## src/rtl/ripple_carry_adder_8b.sv

```systemverilog
// Registered WIDTH-bit ripple-carry adder: {cout,sum} <= a + b + cin one clock after
// the operands, built from a chain of one-bit full adders.

module rca_full_adder (
    input  logic a_i,
    input  logic b_i,
    input  logic c_i,
    output logic s_o,
    output logic c_o
);

    logic p_s;

    // Propagate term is shared between the sum and the carry.
    assign p_s = a_i ^ b_i;
    assign s_o = p_s ^ c_i;
    assign c_o = (a_i & b_i) | (c_i & p_s);

endmodule

module ripple_carry_adder_8b #(
    parameter int WIDTH = 8
) (
    input  logic             clk,
    input  logic             rst,
    input  logic [WIDTH-1:0] a,
    input  logic [WIDTH-1:0] b,
    input  logic             cin,
    output logic [WIDTH-1:0] sum,
    output logic             cout
);

    logic [WIDTH:0]   carry_s;
    logic [WIDTH-1:0] sum_d;
    logic             cout_d;
    logic [WIDTH-1:0] sum_q;
    logic             cout_q;

    assign carry_s[0] = cin;

    // Carry ripples strictly LSB to MSB through one full adder per bit.
    for (genvar i = 0; i < WIDTH; i++) begin : g_bit
        rca_full_adder u_fa (
            .a_i (a[i]),
            .b_i (b[i]),
            .c_i (carry_s[i]),
            .s_o (sum_d[i]),
            .c_o (carry_s[i+1])
        );
    end

    assign cout_d = carry_s[WIDTH];

    // Output register; reset clears immediately and masks any unknown operands.
    always_ff @(posedge clk or negedge rst) begin
        if (!rst) begin
            sum_q  <= {WIDTH{1'b0}};
            cout_q <= 1'b0;
        end else begin
            sum_q  <= sum_d;
            cout_q <= cout_d;
        end
    end

    assign sum  = sum_q;
    assign cout = cout_q;

endmodule

```

## config.mk

```make
export PLATFORM = sky130hd
export DESIGN_NAME = ripple_carry_adder_8b
export DESIGN_NICKNAME = d
export VERILOG_FILES = /design/src/rtl/ripple_carry_adder_8b.sv
export SDC_FILE = /design/constraint.sdc
export NUM_CORES = 1
export LEC_CHECK = 0
export BUFFER_PORTS_ARGS = -buffer_cell sky130_fd_sc_hd__buf_2
export CORE_AREA = 2 2 39 41
export CTS_CLUSTER_DIAMETER = 60
export CTS_CLUSTER_SIZE = 16
export DETAILED_ROUTE_END_ITERATION = 10
export DIE_AREA = 0 0 41 43
export HOLD_SLACK_MARGIN = 0.05
export SYNTH_ARGS = -nofsm -noshare
export SYNTH_HDL_FRONTEND = slang
export SYNTH_HIERARCHICAL = 1
export SYNTH_SLANG_ARGS = --single-unit
```

## constraint.sdc

```tcl
create_clock -name clk -period 1.05 [get_ports clk]
set_clock_uncertainty 0.05 [all_clocks]
set_input_delay 0.21 -clock clk [delete_from_list [all_inputs] [get_ports clk]]
set_output_delay 0.21 -clock clk [all_outputs]
set_load 0.005 [all_outputs]
```

# ---- Word level (Yosys, flattened, before mapping)
# Index checks and enable logic that the tools add are counted.
dict set report word_totals {
  ff_bits 9
  inputBits 19
  word_cells 42
  output_inout_bits 9
}
dict set report classes {
  n_bitwise 40
}
# operator n
set ops {}
lappend ops {{$and A1 B1 Y1} 16}
lappend ops {{$xor A1 B1 Y1} 16}
lappend ops {{$or A1 B1 Y1} 8}

# ---- Depth between registers and ports, before layout
# Gate-level depths: netlist (run 1).
dict set report logic_depth {
  ltp_word 17
  ltp_mapped 8
  depth_no_buf 8
}

# ---- By module
# Netlist (run 1), hierarchy kept.
# mod cells_per_inst instances area_per_inst_um2
set by_module_without_submodules {}
lappend by_module_without_submodules {ripple_carry_adder_8b 9 1 225.2}
lappend by_module_without_submodules {rca_full_adder 1 8 20.0}

# ---- Least setup slack after synthesis (run 1)
# No wires, ideal clock.
dict set report synth_path {
  kind {in2reg}
  startpoint {input port a[0]}
  endpoint {register sum_q[7], in the netlist sum[7]}
  required_time_ns 0.864
  slack_ns -2.460
  path_stages 8
  arrival_ns 3.325
  setup_time_ns 0.136
  path_cell_list {fa_1 fa_1 fa_1 fa_1 fa_1 fa_1 fa_1 fa_1}
}
dict set report synth_via {
  elab_chain_len 16
}
# element line_no
set synth_rtl {}
lappend synth_rtl {{from (decl)} 26} ;# input logic [WIDTH-1:0] a,
lappend synth_rtl {{$xor A1 B1 Y1} 15} ;# assign p_s = a_i ^ b_i;
lappend synth_rtl {{$and A1 B1 Y1} 17} ;# assign c_o = (a_i & b_i) | (c_i & p_s);
lappend synth_rtl {{$or A1 B1 Y1 (*)} 17}
lappend synth_rtl {{$and A1 B1 Y1 (*)} 17}
lappend synth_rtl {{$or A1 B1 Y1 (*)} 17}
lappend synth_rtl {{net carry_s[2]} 33} ;# logic [WIDTH:0] carry_s;
lappend synth_rtl {{$and A1 B1 Y1 (*)} 17}
lappend synth_rtl {{$or A1 B1 Y1 (*)} 17}
lappend synth_rtl {{net carry_s[3]} 33}
lappend synth_rtl {{[2 not listed]} --}
lappend synth_rtl {{net carry_s[4]} 33}
lappend synth_rtl {{[2 not listed]} --}
lappend synth_rtl {{net carry_s[5]} 33}
lappend synth_rtl {{$and A1 B1 Y1 (*)} 17}
lappend synth_rtl {{$or A1 B1 Y1 (*)} 17}
lappend synth_rtl {{net carry_s[6]} 33}
lappend synth_rtl {{$and A1 B1 Y1 (*)} 17}
lappend synth_rtl {{$or A1 B1 Y1 (*)} 17}
lappend synth_rtl {{net carry_s[7]} 33}
lappend synth_rtl {{$xor A1 B1 Y1 (*)} 16} ;# assign s_o = p_s ^ c_i;
lappend synth_rtl {{net sum_d[7]} 34} ;# logic [WIDTH-1:0] sum_d;
lappend synth_rtl {{to (signal assigned)} 57} ;# sum_q <= {WIDTH{1'b0}};
lappend synth_rtl {{to (signal assigned)} 60} ;# sum_q <= sum_d;
lappend synth_rtl {{to (decl)} 36} ;# logic [WIDTH-1:0] sum_q;
# The timed path passes the listed nets; every way through them passes the cells marked *.

# ---- Worst setup path after layout (run 1)
dict set report layout_path {
  startpoint {input port a[0]}
  endpoint {register sum_q[7], in the netlist sum[7]}
}
dict set report layout_via {
  elab_chain_len 16
}
# element line_no
set layout_rtl {}
lappend layout_rtl {{$xor A1 B1 Y1} 15}
lappend layout_rtl {{$and A1 B1 Y1} 17}
lappend layout_rtl {{$or A1 B1 Y1 (*)} 17}
lappend layout_rtl {{net carry_s[1]} 33}
lappend layout_rtl {{$and A1 B1 Y1 (*)} 17}
lappend layout_rtl {{$or A1 B1 Y1 (*)} 17}
lappend layout_rtl {{net carry_s[2]} 33}
lappend layout_rtl {{$and A1 B1 Y1 (*)} 17}
lappend layout_rtl {{[1 not listed]} --}
lappend layout_rtl {{net carry_s[3]} 33}
lappend layout_rtl {{[2 not listed]} --}
lappend layout_rtl {{net carry_s[4]} 33}
lappend layout_rtl {{[2 not listed]} --}
lappend layout_rtl {{net carry_s[5]} 33}
lappend layout_rtl {{$and A1 B1 Y1 (*)} 17}
lappend layout_rtl {{$or A1 B1 Y1 (*)} 17}
lappend layout_rtl {{net carry_s[6]} 33}
lappend layout_rtl {{$and A1 B1 Y1 (*)} 17}
lappend layout_rtl {{$or A1 B1 Y1 (*)} 17}
lappend layout_rtl {{net carry_s[7]} 33}
lappend layout_rtl {{$xor A1 B1 Y1 (*)} 16}
lappend layout_rtl {{net sum_d[7]} 34}
# Marked as above.

==> results by stage, run 1 <==
Outcome:
- The flow ran to the end, but the final reports show violations.
- The checks that failed: setup timing.

Drt:
- Summed over all nets, wire length on met2 after detailed routing comes to 299 um.
- The number of vias per cell is 3.89.
- The final antenna-violating net count is 0.
- After detailed routing, the average wire length per cell comes to ~9.2 um.
- The detailed router used layers up to and including met4.
- Detailed routing placed a total of approximately 77 um of wire on met3.
- The sum of routed wire segments on met1 is 190 um.
- The first-pass detailed-route iteration total is 1.
- In the routed design, unresolved DRC markers number 0.
- The first routing iteration left 0 violations.
- The via count of the routed design is 253.
- After detailed routing, the total wire length is about 600 um.

Power:
- The power share of the clock group is 29.0%.
- The worst-case IR drop observed on VDD is between 0.3 and 0.4 mV.
- The internal power of the cells totals 0.659 mW.
- Dividing total power by cell area gives a power density of ~1400 nW/um2.
- Registers are responsible for 48.9% of the overall power.
- Net switching is 23.2% of the power.
- The total power of the final layout is 0.858 mW.
- Combinational cells account for 22.0% of the total power.
- The switching power total is 0.200 mW.
- The static leakage power is 0.285 nW.

Cells and area:
- The share of final-layout standard cells stronger than drive strength 1 is 75.5%.
- The final-layout fill cell count is 133.
- The repair_antennas step left the layout with diodes totalling 0.
- At the end of the flow, the number of nets in the layout was 77.
- The layout overhead on the synthesized area is 55.8%.

Floorplanning:
- Once the floorplan was initialized, standard cells occupied 27.8% of the core.
- After floorplanning, the core was sized to cover 1380 um2.
- The floorplan has 14 rows.
- The height of the die is 43 um.
- The area of the die is approximately 1800 um2.
- The horizontal extent of the die is 41 um.
- The number of I/O pins is 28.

Synthesis:
- After synthesis, the cell types taking the most area are dfrtp_1 (58%), fa_1 (42%).
- The count of yosys warnings during synthesis is 6.
- Counting every net in the synthesized netlist gives between 40 and 50.
- The synthesized area per cell is 22.7 um2.
- The number of distinct library cell variants in the gate-level netlist after synthesis is 2.
- The largest area contributor in the synthesized netlist is dfrtp_1.
- In this run the biggest area consumer among cell types represents between 50% and 60% of the synthesized area.
- The share of synthesized area occupied by flip-flops and latches is 58.4%.
- After synthesis the netlist holds a flip-flop and latch count of 9.
- The post-synth design cell area is between 300 and 400 um2.
- Synthesis produced a netlist whose cell count is 17.

Global routing:
- The number of global-route vias before repair is 269.
- The all-layer global routing usage is a little under a tenth.
- The number of antenna violations at the first check in global routing is 0.
- The global-route wire length before repair is ~950 um.
- Entering global routing, the biggest net connects 10 pins.
- Summed over all layers, the global routing overflow is 0.

Place:
- The port buffer count is 27.
- Timing analysis after detailed placement gives a worst setup slack of -2.38 ns.
- Routability-driven placement finished with a final weighted congestion of approximately 0.6.

CTS:
- The clock passes through at most 2 buffers.
- The number of buffers inserted by post-CTS setup repair is 0.
- CTS placed an instance of clkbuf_4 at the clock tree root.
- For this design, the sink count on the clock tree is 9.
- The clock tree from TritonCTS is done.
- The clock input transition at the sequential cells of the worst setup and hold paths is 0.05 ns.
- In this run the number of H-tree levels came out at 1.
- TritonCTS created 3 clock buffers.

Critical path:
- The arrival time of data at the critical path endpoint is 3.22 ns.
- The worst setup path is launched from a primary input.
- The worst setup path is captured at a flip-flop.
- The critical path in this run is classified as in2reg.
- The largest driver fanout on the critical path is 1.
- The required time of the critical path is 1.12 ns.

Run:
- Max-cap violations in this run came to 0.

STA:
- The final hold violation count is 0.
- The setup slack after layout is -2.09 ns.
- The maximum operating frequency is 318 MHz.
- The final critical delay including setup and external delays is 3.14 ns.
- After layout, the worst path uses 299% of the clock period.
- The headroom to the max-slew limit is 87.4%.
- Setup repair after global routing could not meet its margin everywhere.
- The number of setup violations in the final report is 8.
- For the pin with the worst max-slew slack, the measured transition is 0.188 ns.
- The number of max-slew violations in the final report was 0.

Min path:
- The worst hold path class is in2reg.
power groups by stage:
stage	registers (mW)	logic (mW)	clock network, mW
floorplan	0.441	0.0490	0
global placement	0.427	0.190	0
detailed placement	0.428	0.191	0
CTS	0.421	0.197	0.264
global route	0.427	0.229	0.272
finish	0.420	0.189	0.249
sequential cells by signal, indices dropped and copies added (netlist names):
register,flops
sum,8
cout,1
area by class of cell:
cell class	count	area, um2	area share [%]
clock buffers	4	26.3	4.38
flip-flops and latches	9	225	37.5
multi-input cells	8	178	29.6
repair buffers	28	151	25.2
well taps	16	20.0	3.33
cells in the mapped netlist, drive strengths merged:
library cell  number
dfrtp              9
fa                 8
timing repair:
| action | CTS | global route |
|---|---|---|
| hold buffers | 1 | 0 |
| endpoints found under the setup margin | 8 | 8 |
| gates resized for setup | 1 | 0 |
| endpoints found under the hold margin | 9 | 0 |
cell usage in the layout, fill, tap and decap left out:
cell,netlist,routed
buf_2,0,26
dfrtp_1,9,9
fa_2,0,7
clkbuf_4,0,3
clkbuf_1,0,1
fa_1,8,1
dlygate4sd3_1,0,1
buf_6,0,1
routing by layer:
layer / GRT usage (%) / up-vias
li1: - / 115
met1: 8.10 / 115
met2: 13.4 / 19
met3: 1.57 / 4
met4: 14.0 / 0
met5: 0 / -
logic make-up (layout without fill, tap and decap cells):
family     count (synthesis)  after routing  synth area share, %
flops                      9              9                 58.4
fa+ha+maj                  8              8                 41.6
buf+inv                    0             32                    0
metrics by stage:
step / util [%] / area [um2] / hold slack [ns] / TNS (ns) / cells
6_report: 43.4 / 601 / 0.178 / -9.56 / 65
5_1_grt: 43.4 / 601 / 0.179 / -9.91 / 65
4_1_cts: 43.4 / 601 / 0.170 / -9.52 / 65
3_5_place_dp: 40.3 / 558 / 0.0144 / -11.84 / 60
3_3_place_gp: 40.3 / 558 / 0.0120 / -11.71 / 60
2_1_floorplan: - / 403 / -0.136 / -10.50 / 17
critical path: stages:
cell	delay (ns)
buf_6	0.09
fa_2	0.38
fa_2	0.37
fa_2	0.34
fa_2	0.34
fa_2	0.35
fa_2	0.36
fa_2	0.35
fa_1	0.42
worst paths after layout:
path / slack [ns] / to / from / depth (start not counted)
max in group asynchronous: 0.50 / cout / rst / 2
max: -2.09 / sum[7] / a[0] / 9
min in group asynchronous: 0.28 / sum[3] / rst / 2
min: 0.18 / sum[7] / b[7] / 2
Note: power is estimated with default switching activity, not from simulation.
==> run 2: changes to the inputs <==
--- a/config.mk
+++ b/config.mk
@@ -7,3 +7,2 @@
 export LEC_CHECK = 0
-export BUFFER_PORTS_ARGS = -buffer_cell sky130_fd_sc_hd__buf_2
 export CORE_AREA = 2 2 39 41
@@ -13,2 +12,3 @@
 export DIE_AREA = 0 0 41 43
+export DONT_BUFFER_PORTS = 1
 export HOLD_SLACK_MARGIN = 0.05
==> constraint.sdc (replaced) <==
create_clock -name clk -period 1.05 [get_ports clk]
set_clock_uncertainty 0.05 [all_clocks]
set_input_delay 0.315 -clock clk [delete_from_list [all_inputs] [get_ports clk]]
set_output_delay 0.315 -clock clk [all_outputs]
set_load 0.005 [all_outputs]
==> run 2 against run 1 <==
  * Global-route usage fell by 0.54 points
  * Worst setup slack got worse by 0.0094 ns
  * Highest routed layer unchanged
  * Cell count down 42%
  * Count of clock-buffer cells in the layout stayed put
  * Critical path type unchanged
  * The flow still finishes with violations (setup timing)
  * Sequential share of layout area increased by 12 points
==> results by stage, run 2 (same netlist as run 1, synthesis figures left out) <==
Critical path:
- The stage delay of the slowest cell on the critical path is 0.42 ns (about the same).
- The critical setup path kind was in2reg (unchanged).
- The arrival time of data at the critical path endpoint came to 3.23 ns (was 3.22 ns).
- The cell occurring most often along the worst timing path is fa_2 (unchanged).
- The largest driver fanout on the critical path is 1 (unchanged).
- The critical path launch point type is a primary input (unchanged).
- Cell-by-cell listing of the critical path: fa_2, fa_2, fa_2, fa_2, fa_2, fa_2, fa_2, fa_1 (was buf_6, fa_2, fa_2, fa_2, fa_2, fa_2, fa_2, fa_2, fa_1).
- The critical path endpoint category is a flip-flop (unchanged).
- The slowest cell on the critical path is fa_1 (unchanged).
- The number of buffer and inverter instances along the worst setup path is 0 (was 1).
- The critical path's top delay family is adder cells (unchanged).
- The required time of the critical path is 1.13 ns (was 1.12 ns).

STA:
- RSZ-0062 raised after global routing: true (unchanged).
- The number of max-slew violations in the final report was 0 (unchanged).
- The number of setup violations in the final report is 8 (unchanged).
- The final clock period utilization by the worst path came to 300% (was 299%).
- The maximum operating frequency is 317 MHz (was 318 MHz).
- The setup slack after layout is -2.10 ns (was -2.09 ns).
- The summed negative setup slack over all endpoints was -9.62 ns (was -9.56 ns).
- The final hold violation count came to 0 (unchanged).
- The final critical delay including setup and external delays is 3.15 ns (was 3.14 ns).
- The headroom to the max-slew limit came to 74.6% (was 87.4%).
- The measured slew at the worst slew-check pin is 0.379 ns (was 0.188 ns).

CTS:
- The post-cts resize count came to 0 (was 1).
- The number of buffers inserted during clock tree synthesis is 3 (unchanged).
- The deepest level of the CTS H-tree came to 1 (unchanged).
- The clock tree from TritonCTS is done (unchanged).
- The clock input transition at the sequential cells of the worst setup and hold paths is 0.06 ns (was 0.05 ns).
- The buffer levels on the longest clock path is 2 (unchanged).
- The CTS sink count came to 9 (unchanged).
- The clock tree root buffer cell is clkbuf_4 (unchanged).

Drt:
- The number of design-rule violations left by the first detailed-router iteration is 0 (unchanged).
- The first-pass detailed-route iteration total is 1 (unchanged).
- The overall routed net length is 565 um (was 601 um).
- The final routed wire length divided by cell count came to 14.9 um (was 9.25 um).
- The via count of the routed design came to 160 (was 253).
- The number of remaining DRC errors is 0 (unchanged).
- The final antenna-violating net count was 0 (unchanged).
- The number of vias per cell is 4.21 (was 3.89).

Min path:
- The terminating pin of the worst hold path is sum[7] (unchanged).
- The startpoint of the tightest hold check path is b[7] (unchanged).
- The worst hold path class was in2reg (unchanged).
- The cell depth of the worst min-delay path is 1 (was 2).

Place:
- The port buffer count is 0 (was 27).
- The final weighted congestion of routability-driven global placement is 0.576 (was 0.584).
- The worst slack at placement is -2.38 ns (about the same).
- The number of placed cells counting well taps is 33 (was 60).

Floorplanning:
- The area of the die is 1760 um2 (unchanged).
- The horizontal extent of the die was 41 um (unchanged).
- The number of placement rows is 14 (unchanged).
- The starting density of the core is 27.8% (unchanged).
- The core footprint is 1380 um2 (unchanged).
- The number of I/O pins is 28 (unchanged).
- The height of the die is 43 um (unchanged).

Power:
- The fraction of power spent switching nets was 22.4% (was 23.2%).
- The power share of the clock group is 32.5% (was 29.0%).
- The switching power total came to 0.172 mW (was 0.200 mW).
- The relative contribution of sequential cells to total power was 57.5% (was 48.9%).
- The peak ir drop on the vdd network is 0.348 mV (was 0.382 mV).
- The combinational group share of total power came to 9.9% (was 22.0%).
- The total power divided by cell area is 1670 nW/um2 (was 1430 nW/um2).
- The static leakage power came to 0.177 nW (was 0.285 nW).
- The internal power of the cells came to 0.596 mW (was 0.659 mW).

Global routing:
- The global-route wire length before repair is 890 um (was 952 um).
- The all-layer global routing usage is 8.74% (was 9.29%).
- The total grt overflow was 0 (unchanged).
- The number of antenna violations at the first check in global routing is 0 (unchanged).
- The largest net degree at the start of global routing was 10 (unchanged).
- The number of global-route vias before repair is 202 (was 269).

Cells and area:
- The final cell count without fillers was 38 (was 65).
- The number of flip-flops in the largest register is 8 (unchanged).
- Most frequent cells in the layout: dfrtp_1 (9), fa_2 (7), clkbuf_4 (3) (was buf_2 (26), dfrtp_1 (9), fa_2 (7), clkbuf_4 (3)).
- The number of inserted diodes was 0 (unchanged).
- The final-stage net count was 50 (was 77).
- The most frequent standard cell in the layout excluding fill and tap cells is dfrtp_1 (was buf_2).
- The share of final-layout standard cells stronger than drive strength 1 is 45.5% (was 75.5%).
- The layout overhead on the synthesized area came to 19.2% (was 55.8%).

Run:
- The number of max-capacitance violations reported is 0 (unchanged).

Outcome:
- Failing checks: setup timing (unchanged).
- Result of the run: finished with violations (unchanged).
==> run 2: metrics by stage <==
step | util [%] | total power, mW | hold WS (ns) | instance area (um2)
after floorplan | - | 0.490 | -0.0306 | 403
after global placement | 30.6 | 0.519 | -0.0303 | 423
after detailed placement | 30.6 | 0.525 | -0.0304 | 423
after CTS | 33.2 | 0.793 | 0.172 | 459
after global routing | 33.2 | 0.833 | 0.184 | 459
final | 33.2 | 0.768 | 0.179 | 459
==> run 2: what timing repair did <==
action                                 CTS  global route
setup endpoints to repair                8             8
buffers inserted                         0             0
endpoints found under the hold margin    9             0
hold buffers                             1             0
==> run 2: area by class of cell <==
cell class | instances | area, um2
clock buffer | 4 | 26.3
fill | 136 | 925
multi-input combinational | 8 | 178
sequential | 9 | 225
tap | 16 | 20.0
timing repair buffer | 1 | 10.0
==> run 2: power groups by stage <==
stage | Combinational (mW) | Clock, mW | Sequential [mW]
floorplan | 0.0490 | 0 | 0.441
global placement | 0.0691 | 0 | 0.450
detailed placement | 0.0730 | 0 | 0.452
CTS | 0.0834 | 0.265 | 0.445
global route | 0.104 | 0.278 | 0.451
finish | 0.0764 | 0.250 | 0.442
==> run 2: metal layers <==
layer / wire length [um] / part of all wire [%] / up-vias / track usage [%]
met1: 174 / 31 / 80 / 10.5
met3: 77 / 14 / 2 / 1.57
met4: 14 / 2.5 / 0 / 12.0
met5: 0 / 0 / - / 0
met2: 299 / 53 / 17 / 10.6
li1: - / - / 61 / -
==> run 2: worst max-delay path by stage <==
stage                     start      to  slack [ns]  cells after the start
after floorplan            a[0]  sum[7]       -2.30                      8
after global placement     a[0]  sum[7]       -2.36                      8
after detailed placement   a[0]  sum[7]       -2.38                      8
after CTS                  a[0]  sum[7]       -2.10                      8
after global routing       a[0]  sum[7]       -2.17                      8
final                      a[0]  sum[7]       -2.10                      8
